File: config.mk
export PLATFORM = sky130hd
export DESIGN_NAME = seven_segment_scanner
export DESIGN_NICKNAME = d
export VERILOG_FILES = /design/src/rtl/seven_segment_scanner.sv
export SDC_FILE = /design/constraint.sdc
export NUM_CORES = 1
export LEC_CHECK = 0
export ABC_AREA = 0
export ABC_CLOCK_PERIOD_IN_PS = 2150
export CORE_MARGIN = 5
export CORE_UTILIZATION = 30
export CTS_CLUSTER_DIAMETER = 150
export DETAILED_ROUTE_END_ITERATION = 10
export PLACE_DENSITY = 0.53
export SLEW_MARGIN = 20
export SYNTH_ARGS = -nofsm -noshare
export SYNTH_HDL_FRONTEND = slang
export SYNTH_SLANG_ARGS = --single-unit
File: constraint.sdc
create_clock -name clk -period 2.15 [get_ports clk]
set_input_delay 0.645 -clock clk [delete_from_list [all_inputs] [get_ports clk]]
set_output_delay 0.645 -clock clk [all_outputs]
set_load 0.005 [all_outputs]
File: src/rtl/seven_segment_scanner.sv
// seven_segment_scanner
//   Time-multiplexes six 7-segment patterns onto one common-anode panel.
//   All six patterns are snapshotted together at the start of each frame,
//   so a digit never shows a mix of old and new data. The first GHOST
//   cycles of every digit slot keep all enables off to stop bleed between
//   neighbouring digits.
//
// Ports:
//   clk         system clock
//   resetn      synchronous active-low reset
//   display0..5 segment patterns for digits 0..5 (bit set = segment lit)
//   hold        1 = keep the current snapshot; scanning continues
//   blank       1 = force the panel dark; scanning continues
//   seg         shared segment bus, active-high, registered
//   an          digit enables, active-low, registered; an[k] low = digit k
//   frame_tick  one-cycle pulse after a new snapshot has been taken
module seven_segment_scanner #(
    parameter int unsigned DIVIDER = 50000,   // cycles per digit slot, 2..2^20
    parameter int unsigned GHOST   = 500      // dark cycles per slot, < DIVIDER
) (
    input  logic       clk,
    input  logic       resetn,
    input  logic [6:0] display0,
    input  logic [6:0] display1,
    input  logic [6:0] display2,
    input  logic [6:0] display3,
    input  logic [6:0] display4,
    input  logic [6:0] display5,
    input  logic       hold,
    input  logic       blank,
    output logic [6:0] seg,
    output logic [5:0] an,
    output logic       frame_tick
);

    localparam int unsigned CW = ($clog2(DIVIDER) > 0) ? $clog2(DIVIDER) : 1;
    localparam logic [CW-1:0] CNT_LAST = CW'(DIVIDER - 1);
    localparam logic [CW-1:0] GHOST_END = CW'(GHOST);

    logic [CW-1:0] cnt;
    logic [2:0]    idx;
    logic [6:0]    snap [6];

    logic          load;
    logic [6:0]    seg_d;
    logic [5:0]    an_d;
    logic [6:0]    snap_sel;

    always_comb begin
        load = (cnt == '0) && (idx == 3'd0) && !hold;
    end

    always_comb begin
        snap_sel = '0;
        case (idx)
            3'd0:    snap_sel = snap[0];
            3'd1:    snap_sel = snap[1];
            3'd2:    snap_sel = snap[2];
            3'd3:    snap_sel = snap[3];
            3'd4:    snap_sel = snap[4];
            3'd5:    snap_sel = snap[5];
            default: snap_sel = '0;
        endcase
    end

    // The load happens during the ghost part of slot 0, so the first lit
    // cycle of slot 0 already reads the freshly captured snap[0].
    always_comb begin
        seg_d = '0;
        an_d  = '1;
        if (!blank && (cnt >= GHOST_END)) begin
            seg_d = snap_sel;
            an_d  = ~(6'b000001 << idx);
        end
    end

    always_ff @(posedge clk) begin
        if (!resetn) begin
            cnt        <= '0;
            idx        <= '0;
            snap       <= '{default: '0};
            seg        <= '0;
            an         <= '1;
            frame_tick <= 1'b0;
        end else begin
            if (cnt == CNT_LAST) begin
                cnt <= '0;
                idx <= (idx == 3'd5) ? 3'd0 : idx + 3'd1;
            end else begin
                cnt <= cnt + CW'(1);
            end

            if (load) begin
                snap[0] <= display0;
                snap[1] <= display1;
                snap[2] <= display2;
                snap[3] <= display3;
                snap[4] <= display4;
                snap[5] <= display5;
            end
            frame_tick <= load;
            seg        <= seg_d;
            an         <= an_d;
        end
    end

endmodule

[Yosys cells after proc, flatten, opt, wreduce, memory -nomap -nowiden]
Cells that the tools add are included.
Widths: inputs -> output; s select.
Operators by class
  $add $sub $neg: 2
  $mul: 0
  div/mod/pow operators: 0
  $lt $le $gt $ge: 1
  equality and inequality tests: 6
  shift operators: 1
  muxes and demuxes: 2
  bitwise logic cells: 2
  reductions and logical operators: 9
Operators by type and width (count)
  $pmux 7 s6: 1
  $add 16x1->16 const B: 1
  $eq 16x16->1 const B: 1
  $ge 16x9->1 const B: 1
  $logic_not 16->1: 1
  $eq 3x2->1 const B: 2
  $eq 3x3->1 const B: 2
  $not 6->6: 1
  $shl 1x3->6 const A: 1
  $add 3x1->3 const B: 1
  $eq 3x1->1 const B: 1
  $logic_and 1x1->1: 3
  $logic_not 3->1: 1
  $mux 3: 1
  $logic_not 1->1: 2
  $reduce_and 2->1: 1
  $reduce_or 2->1: 1
  $not 1->1: 1
Word-level totals
  flip-flop bits (word level): 75
  bits in latches: 0
  bits in writable memories: 0
  memory bits (read-only): 0
  bits of input ports: 46
  memories: 0

[Depth between registers and ports, before layout]
Gate-level depths: netlist of the first run.
  word-level depth: 3
  mapped depth: 8
  mapped depth without buffers: 6

[Worst setup path before layout of the first run]
Ideal clock, no wire load.
  path type: input -> register
  start point: input hold
  end point: register snap[32] in the netlist's numbering
  library setup time: 0.118 ns
  arrival time: 1.906 ns
  slack: 0.126 ns
  stages: 6
  path buffers: 2
  cells stage by stage: nor4b_1 > nand4b_4 > or2_1 > buf_4 > buf_6 > mux2i_1
Between the ends
  word-level cells in the longest chain between the ends: 2
Ends and longest elaborated chain
  start: declaration: line 29  | input logic hold,
  $logic_not 1->1: line 50  | load = (cnt == '0) && (idx == 3'd0) && !hold;
  $logic_and 1x1->1: line 50
  end: declaration: line 42  | logic [6:0] snap [6];
Every way passes these cells.
A chain may end at the register's enable or synchronous reset.

[Worst setup path after layout of the first run]
  start point: input hold
  end point: register snap[21] in the netlist's numbering
Same word-level chain as after synthesis.

==> reports/qor.txt, run 1 <==
Hold_ws - 0.466 ns
Combinational share of power - 10.3%
Critical path cell sequence - clkdlybuf4s50_1 > nor4b_1 > buf_4 > nand4b_4 > or2_1 > buf_4 > o21ai_1
Yosys cell types - 42
TritonCTS buffer count - 9
Post-synthesis cell count - 376
Crit path buf inv count - 3
Power per cell area - 674 nW/um2
Final min period - 2.05 ns
Initial core utilization - 30.4%
Largest net degree at the start of global routing - 65
Ant diodes - 0
Pins Over Slew Limit - 0
TritonCTS Sinks - 75
First DRT Iteration DRCs - 168
Clock Tree Buf Depth - 2
# rows - 38
Input/output buffers - 59
First-pass GRT wire length - 13.4 mm
CP delay by family, top - buffers and inverters
Yosys reg bits - 75
Max incr delay on CP - 0.41 ns
Clk Tree Root Cell - clkbuf_8
Main synth FF type - dfxtp_1
CTS tree - done
Max FO, Critical Path - 29
Status - finished, final reports clean
Reg2Reg Depth - 5
Endpoints failing setup - 0
Register area share after synthesis - 46.0%
Hold Crit Depth - 2
Final instance area - 4240 um2
Via count - 2805
Global placement routability congestion - 0.780
RSZ-0062 raised after global routing - no
Layout Nets - 486
Final number of hold-violating endpoints - 0
Least-Margin Pin Slew - 0.589 ns
Max-cap viol count - 0
WP data required - 2.42 ns
Reg power frac - 52.1%
Cts-stage hold buffer count - 0
Most used cell, CP - buf_4
Die Y - 114 um
Post-synth EDFFs - 0
GRT Util Overall - 13.0%
Vias per inst - 4.83
Critical Path AT - 2.32 ns
Post-DRT Antenna Nets - 0
Total gr overflow - 0
Warning count from the yosys run - 0
Clock latency on the worst-skew pair - 0.35 ns
Post-Route WL - 8.40 mm
Syn Nets - 425
Layout area overhead - 30.0%
Dominant cells by area after synthesis - dfxtp_1, o211ai_1, nand2_1
Placed Area - 4050 um2
Post-route core utilization - 39.5%
Skew final - 0.0155 ns
Hold Path Class - reg2reg
Post-synth top cells - dfxtp_1, nand2_1, o211ai_1, o21ai_1, nor2_1
Setup crit end kind - flop
Clock network fraction of total power - 37.6%
Fmax - 0.488 GHz
Synth area leader - dfxtp_1
Core Area - 10700 um2
DIE AREA - 13100 um2
Lkg Pwr - 0.00150 uW
Setup Crit Path Kind - in2reg
Final period utilization - 95.4%
Critical path startpoint category - input port
Initial antenna violation count - 0
DRT Pass-1 Iters - 4
Setup TNS - 0 ns
Async set or reset register ratio after synthesis - 0%
Cell depth of the worst setup path - 7
Cell with the most instances after synthesis - dfxtp_1
Vias in the first global route - 2641
Top cell type's share of synthesized area - 46.0%
Die W - 114 um
Residual DRC - 0
Sw Share - 23.2%
Post-CTS Setup Inserts - 0
P_int - 2200 uW
Cell Area, Synth - 3270 um2
Fill count - 1142
Slowest-stage cell, CP - clkdlybuf4s50_1
Syn_area_per_cell - 8.69 um2
Final HPWL DP - 6.05 mm
Clock transition at path regs - 0.07 ns
H-tree Lvls - 3
Resized cells post-CTS - 0
Worst rel slew slack - 60.7%
DR WL/cell - 14.5 um
Num ports - 60
Switching power total - 664 uW
Total power - 2860 uW
Layout cells sized above 1 - 9.75%
Max rail drop VDD - 0.268 mV
## state kept, by name, summed over array words and instances, names as in the netlist
signal and cells:
idx 3, seg 7, an 6, cnt 16
snap 42, frame_tick 1
## final cells by class
class / count / area, um2 / area share [%]
clock buffers: 13 / 159 / 3.74
well taps: 140 / 175 / 4.13
repair buffers: 79 / 736 / 17.3
clock inverters: 2 / 35.0 / 0.825
inverters: 8 / 30.0 / 0.708
multi-input cells: 264 / 1610 / 37.9
flip-flops and latches: 75 / 1500 / 35.4
## cell families after synthesis
| kind of cell | count (synthesis) | synth area share (%) |
|---|---|---|
| simple gates | 133 | 19.9 |
| compound gates | 100 | 20.0 |
| flops | 75 | 46.0 |
| buf+inv | 37 | 4.79 |
| xor+xnor | 15 | 4.02 |
| mux | 13 | 4.14 |
| fa+ha+maj | 3 | 1.15 |
## placed cells by master (no fill, tap or decap), types with 3 or more instances in the layout
master	synthesis	routed
a22oi_1	8	8
a21oi_1	4	4
ha_1	3	3
nor2b_1	6	6
inv_1	8	8
a222oi_1	4	4
and2_1	5	5
nand4_1	4	4
clkdlybuf4s50_1	0	58
nand2_1	58	58
clkbuf_8	0	11
nor3_1	6	6
o21ai_1	36	36
nor4_1	4	4
nand3_1	8	8
nor2_1	28	28
nand2b_1	3	3
o211ai_1	36	36
mux2_2	4	4
mux2i_1	9	9
xnor2_1	14	14
dfxtp_1	75	75
buf_4	1	20
o21ai_0	6	6
## power groups by stage
stage | sequential (uW) | combinational (uW) | clock (uW)
2_1_floorplan | 1510 | 170 | 0
3_3_place_gp | 1520 | 295 | 0
3_5_place_dp | 1520 | 299 | 0
4_1_cts | 1490 | 301 | 1110
5_1_grt | 1500 | 331 | 1170
6_report | 1490 | 296 | 1070
## metrics by stage
step	instances	setup slack [ns]
3_3_place_gp	566	-0.215
4_1_cts	581	0.101
3_5_place_dp	566	-0.240
5_1_grt	581	0.0152
2_1_floorplan	376	0.126
6_report	581	0.0998
## path summary, 6_finish.rpt
path,start,to,slack (ns)
max,hold,snap[21]$_SDFFE_PN0P_,0.1
min,snap[32]$_SDFFE_PN0P_,snap[32]$_SDFFE_PN0P_,0.47
max reg2reg,cnt[13]$_SDFF_PP0_,snap[21]$_SDFFE_PN0P_,0.27
min reg2reg,snap[32]$_SDFFE_PN0P_,snap[32]$_SDFFE_PN0P_,0.47
## tightest hold or removal path: stages, from the launching register on
cell and delay, ns:
dfxtp_1 0.31, nand2_1 0.05, mux2i_1 0.06
## layer usage
metal | vias to the layer above | global-route usage, % | share of wire [%]
met5 | - | 0 | 0
met4 | 0 | 5.23 | 1.1
met3 | 6 | 2.33 | 4.5
met2 | 56 | 18.9 | 45
met1 | 1296 | 18.9 | 50
li1 | 1447 | - | -
Note: power is estimated with default switching activity, not from simulation.
==> run 2, diff against run 1 <==
Settings changed: CORE_ASPECT_RATIO set to 1.75.
==> run 2 against run 1 <==
Final cell count is 1.2% lower; flip-flop and latch count did not move; clock-buffer cell count unchanged; first-iteration DRC count is 25% lower; worst setup slack improved by 0.091 ns; utilization up 1.5 points; global-route usage rose by 0.68 points; clock power up 48%; via count rose by 2.9%; sequential power hardly changed; critical path type unchanged; largest cell class unchanged.
==> reports/qor.txt, run 2 (same netlist as run 1, synthesis figures left out) <==
Status - finished, final reports clean
Commonest non-fill, non-tap cell in the layout - dfxtp_1
Power per cell area - 768 nW/um2 (+14%)
First-pass GRT wire length - 14.1 mm (+5.5%)
Skew final - 0.0106 ns (-0.00482 ns)
Least-Margin Pin Slew - 0.643 ns (+0.0542 ns)
Ant diodes - 0 (unchanged)
Critical Path AT - 2.17 ns (-0.15 ns)
DRT Pass-1 Iters - 5 (+1)
First DRT Iteration DRCs - 126 (-25%)
Die Y - 148 um (+29%)
Residual DRC - 0 (unchanged)
TritonCTS buffer count - 9 (unchanged)
Num ports - 60 (unchanged)
Post-CTS Setup Inserts - 0 (unchanged)
Vias in the first global route - 2954 (+12%)
Final instance area - 4390 um2 (+3.4%)
Layout Nets - 488 (+0.41%)
Met2 wire length - 4.55 mm (+21%)
GRT Util Overall - 13.7% (+0.68 points)
Max FO, Critical Path - 36 (+24%)
CP delay by family, top - buffers and inverters
TritonCTS Sinks - 75 (unchanged)
HP Start - snap[18]$_SDFFE_PN0P_
Fmax - 0.510 GHz (+4.6%)
Most used cell, CP - buf_4
Max-cap viol count - 0 (unchanged)
Final min period - 1.96 ns (-0.0910 ns)
DR WL/cell - 14.8 um (+2.5%)
CTS tree - done
RR Startpoint - idx[1]$_SDFFE_PN0P_
Via count - 2885 (+2.9%)
Post-Route WL - 8.51 mm (+1.3%)
Largest net degree at the start of global routing - 44 (-32%)
Worst R2R End - seg[6]$_SDFF_PN0_
Largest Register - snap
Crit path buf inv count - 3 (unchanged)
WP data required - 2.36 ns (-0.06 ns)
Cts-stage hold buffer count - 0 (unchanged)
Lkg Pwr - 0.00158 uW (+5.2%)
Most frequent cells in the layout - dfxtp_1, nand2_1, clkdlybuf4s50_1
Setup TNS - 0 ns (unchanged)
Max rail drop VDD - 0.485 mV (+81%)
Hold Path Class - reg2reg
Endpoints failing setup - 0 (unchanged)
DIE AREA - 13200 um2 (+0.63%)
Reg2Reg Depth - 5 (unchanged)
Resized cells post-CTS - 0 (unchanged)
Met3 routed WL - 333 um (-11%)
H-tree Lvls - 3 (unchanged)
Top Registers - snap: 42 flops, cnt: 16 flops, seg: 7 flops
Critical path startpoint category - input port
Core Area - 10700 um2 (-0.44%)
Layout cells sized above 1 - 10.8% (+1.1 points)
Critical path cell sequence - clkdlybuf4s50_1 > nor4b_1 > buf_4 > nand4b_4 > buf_4 > o211ai_1 > o21ai_1
Input/output buffers - 59 (unchanged)
Crit path from - hold
Initial core utilization - 30.5% (+0.14 points)
Layout area overhead - 34.4%
Setup Crit Path Kind - in2reg
Final period utilization - 91.1% (-4.2 points)
Hold Path Sink - snap[18]$_SDFFE_PN0P_
R2R Setup Slk - 0.25 ns (-0.02 ns)
Clk Tree Root Cell - clkbuf_16
Global placement routability congestion - 0.761 (-2.5%)
Final HPWL DP - 6.14 mm (+1.5%)
M1 WL - 3.44 mm (-18%)
Post-DRT Antenna Nets - 0 (unchanged)
Hold Crit Depth - 2 (unchanged)
Max incr delay on CP - 0.40 ns (about the same)
RSZ-0062 raised after global routing - no
Die W - 88.9 um (-22%)
Clock transition at path regs - 0.06 ns (about the same)
Slowest-stage cell, CP - clkdlybuf4s50_1
Initial antenna violation count - 0 (unchanged)
Clock latency on the worst-skew pair - 0.33 ns (-0.02 ns)
# rows - 50 (+32%)
Setup crit end kind - flop
Vias per inst - 5.03 (+4.1%)
Highest routed layer - met4
Placed Area - 4070 um2 (+0.37%)
Pins Over Slew Limit - 0 (unchanged)
Clock Tree Buf Depth - 2 (unchanged)
Max reg flops - 42 (unchanged)
Worst rel slew slack - 57.0% (-3.8 points)
Final number of hold-violating endpoints - 0 (unchanged)
Total gr overflow - 0 (unchanged)
[run 2: changes by cell type in the layout (fill, tap and decap cells not counted)]
cell	delta
clkinv_4	+1
clkbuf_1	-2
clkbuf_16	+9
clkbuf_8	-7
buf_4	+1
buf_12	+1
[run 2: stage by stage]
step                instances  utilization [%]  hold slack, ns  total power (uW)  setup slack [ns]
floorplan                 376                -           0.438              1680             0.126
global placement          558             38.0           0.445              1820            -0.172
detailed placement        558             38.0           0.459              1830            -0.155
CTS                       574             41.0           0.468              3420             0.176
global route              574             41.0           0.493              3510            0.0864
finish                    574             41.0           0.462              3370             0.191
[run 2: tightest hold or removal path, stage by stage (launching register included)]
cell and delay (ns):
dfxtp_1 0.31, nand2_1 0.05, mux2i_1 0.06
[run 2: report_power, final]
group          internal (uW)  switching [uW]  leakage (uW)
clock network           1030             553      0.000162
logic                    157             144      0.000809
registers               1460            36.7      0.000610
total                   2640             734       0.00158
[run 2: how the worst max path moves through the flow]
stage                                       end  slack [ns]  cells past startpoint
after floorplan           snap[32]$_SDFFE_PN0P_        0.13                      6
after global placement    snap[15]$_SDFFE_PN0P_       -0.17                      7
after detailed placement  snap[35]$_SDFFE_PN0P_       -0.15                      7
after CTS                 snap[15]$_SDFFE_PN0P_        0.18                      7
after global routing          seg[6]$_SDFF_PN0_        0.09                      5
final                     snap[33]$_SDFFE_PN0P_        0.19                      7
[run 2: metal layers]
metal,global-route usage (%),up-vias
met2,23.6,58
li1,-,1454
met1,15.8,1360
met4,6.35,0
met3,2.51,13
met5,0,-
[run 2: layout make-up]
cell class | count | area, um2
Clock buffer | 13 | 280
Clock inverter | 3 | 43.8
Fill cell | 1064 | 6310
Inverter | 8 | 30.0
Multi-Input combinational cell | 264 | 1610
Sequential cell | 75 | 1500
Tap cell | 130 | 163
Timing Repair Buffer | 81 | 763
==> run 3, diff against run 2 <==
Settings changed: ABC_CLOCK_PERIOD_IN_PS 2150 to 1700, RECOVER_POWER set to 50, SKIP_LAST_GASP set to 1.
Clock period 2.15 ns to 1.7 ns, I/O delays scaled along.
==> run 3 against run 2 <==
The flow now finishes with violations (setup timing); non-clock buffer count up 31; power up 25%; combinational power up 45%; sequential power up 26%; global-route usage up 0.49 points; final area up 9.8%; register-to-register slack worse by 0.34 ns; die area unchanged; critical endpoint is now cnt[14]$_SDFF_PP0_; largest cell class unchanged.
==> reports/qor.txt, run 3 (same netlist as run 1, synthesis figures left out) <==
Status - finished with violations
Failing checks - setup timing
Critical Path AT - 2.01 ns (-0.16 ns)
Total gr overflow - 0 (unchanged)
Layout cells sized above 1 - 22.7% (+12 points)
GRT Util Overall - 14.1% (+0.49 points)
Worst rel slew slack - 73.4% (+16 points)
P_int - 3240 uW (+23%)
Final HPWL DP - 6.59 mm (+7.3%)
Clock network fraction of total power - 45.0% (-1.8 points)
Max reg flops - 42 (unchanged)
Least-Margin Pin Slew - 0.399 ns (-0.244 ns)
Via count - 3008 (+4.3%)
Ant diodes - 0 (unchanged)
Cts-stage hold buffer count - 0 (unchanged)
Final min period - 1.79 ns
Layout Nets - 519 (+6.4%)
Switching power total - 976 uW (+33%)
Fmax - 0.560 GHz
Clock latency on the worst-skew pair - 0.33 ns (about the same)
Core Area - 10700 um2 (unchanged)
TritonCTS buffer count - 9 (unchanged)
RR Startpoint - cnt[5]$_SDFF_PP0_
Max-cap viol count - 0 (unchanged)
Clk Tree Root Cell - clkbuf_16
Hold Crit Depth - 2 (unchanged)
H-tree Lvls - 3 (unchanged)
Initial core utilization - 30.5% (unchanged)
Final number of hold-violating endpoints - 0 (unchanged)
Setup crit end kind - flop
Slowest-stage cell, CP - or4b_4
Cell Count, Final, Fillers Out - 605 (+5.4%)
Initial antenna violation count - 0 (unchanged)
Max incr delay on CP - 0.54 ns (+0.14 ns)
Hold_ws - 0.465 ns (+0.00329 ns)
Dpl cells - 586 (+5.0%)
Setup Crit Path Kind - reg2reg
Final worst slack - -0.0867 ns (-0.277 ns)
Top Registers - snap: 42 flops, cnt: 16 flops, seg: 7 flops
Clock transition at path regs - 0.06 ns (about the same)
Num ports - 60 (unchanged)
Pins Over Slew Limit - 0 (unchanged)
Layout area overhead - 47.6%
Reg power frac - 44.7% (+0.4 points)
Post-route core utilization - 45.1% (+4.0 points)
CP delay by family, top - simple AND/OR/NAND/NOR gates
Clock Tree Buf Depth - 2 (unchanged)
Max FO, Critical Path - 8 (-78%)
First-pass GRT wire length - 14.4 mm (+1.7%)
Final period utilization - 105%
Crit path buf inv count - 1 (-2)
Skew final - 0.00483 ns (-0.00581 ns)
First DRT Iteration DRCs - 102 (-19%)
Hold Path Sink - snap[15]$_SDFFE_PN0P_
Residual DRC - 0 (unchanged)
DR WL/cell - 14.9 um (+0.82%)
Combinational share of power - 10.3% (+1.4 points)
Placement Setup Slack - -0.440 ns (-0.285 ns)
Global placement routability congestion - 0.811 (+6.7%)
Most frequent cells in the layout - dfxtp_1, nand2_1, clkdlybuf4s50_1
WP data required - 1.92 ns (-0.44 ns)
Post-DRT Antenna Nets - 0 (unchanged)
Die Y - 148 um (unchanged)
R2R Setup Slk - -0.09 ns (-0.34 ns)
DRT Pass-1 Iters - 4 (-1)
Input/output buffers - 59 (unchanged)
Hold Path Class - reg2reg
Largest net degree at the start of global routing - 45 (+2.3%)
HP Start - snap[15]$_SDFFE_PN0P_
Total power - 4220 uW (+25%)
Max rail drop VDD - 0.463 mV (-4.6%)
Lkg Pwr - 0.00175 uW (+11%)
Reg2Reg Depth - 5 (unchanged)
Endpoints failing setup - 60 (+60)
Worst R2R End - cnt[14]$_SDFF_PP0_
Vias in the first global route - 2994 (+1.4%)
Die W - 88.9 um (unchanged)
Largest Register - snap
DIE AREA - 13200 um2 (unchanged)
# rows - 50 (unchanged)
Sw Share - 23.1% (+1.4 points)
Critical path cell sequence - or4b_4 > nor4_4 > nand2b_4 > clkbuf_16 > nor2_1
Post-Route WL - 9.04 mm (+6.3%)
Critical path startpoint category - flop
TritonCTS Sinks - 75 (unchanged)
CTS tree - done
RSZ-0062 raised after global routing - yes
Commonest non-fill, non-tap cell in the layout - dfxtp_1
Vias per inst - 4.97 (-1.1%)
Power per cell area - 875 nW/um2 (+14%)
[run 3: changes by cell type in the layout (fill, tap and decap cells not counted), sizes merged]
| cell | previous run | this run |
|---|---|---|
| clkdlybuf4s50 | 58 | 57 |
| clkinv | 2 | 4 |
| buf | 23 | 51 |
| clkdlybuf4s25 | 0 | 1 |
| clkinvlp | 0 | 1 |
[run 3: power by group through the flow]
stage / logic (uW) / clock network, uW / registers [uW]
after floorplan: 221 / 0 / 1910
after detailed placement: 399 / 0 / 1920
after CTS: 411 / 1960 / 1880
after global routing: 485 / 2030 / 1890
final: 436 / 1900 / 1880
after global placement: 394 / 0 / 1920
[run 3: area by class of cell]
type | count | area, um2
clock buffers | 10 | 239
clock inverters | 6 | 65.1
fillers | 1062 | 5880
inverters | 8 | 30.0
multi-input cells | 264 | 1770
flip-flops and latches | 75 | 1510
well taps | 130 | 163
repair buffers | 112 | 1050
[run 3: stage by stage]
stage / area, um2 / TNS [ns]
finish: 4820 / -2.89
global route: 4820 / -6.61
CTS: 4650 / -2.40
detailed placement: 4320 / -18.03
global placement: 4320 / -16.97
floorplan: 3330 / -5.28
[run 3: tightest hold or removal path: stages, from the launching register on]
cell and delay [ns]:
dfxtp_1 0.31, nand2_1 0.05, mux2i_1 0.06
[run 3: what timing repair did]
| action | in CTS | in global routing |
|---|---|---|
| hold endpoints to repair | 0 | 0 |
| endpoints found under the setup margin | 60 | 66 |
| pin swaps | 1 | 20 |
| setup buffers | 1 | 1 |
| cloned | 0 | 1 |
| gates resized for setup | 7 | 38 |
[run 3: metal layers]
| metal | GRT usage [%] | wire length, um |
|---|---|---|
| met1 | 15.2 | 3330 |
| met2 | 25.9 | 5190 |
| met3 | 3.12 | 352 |
| met4 | 5.37 | 172 |
| met5 | 0 | 0 |
[run 3: how the worst max path moves through the flow]
stage	to	slack, ns	start	cells after the start
final	cnt[14]$_SDFF_PP0_	-0.09	cnt[5]$_SDFF_PP0_	5
after floorplan	snap[32]$_SDFFE_PN0P_	-0.13	cnt[10]$_SDFF_PP0_	6
after detailed placement	snap[36]$_SDFFE_PN0P_	-0.44	hold	6
after CTS	snap[36]$_SDFFE_PN0P_	-0.07	cnt[12]$_SDFF_PP0_	5
after global routing	snap[33]$_SDFFE_PN0P_	-0.14	hold	6
after global placement	snap[15]$_SDFFE_PN0P_	-0.42	hold	6
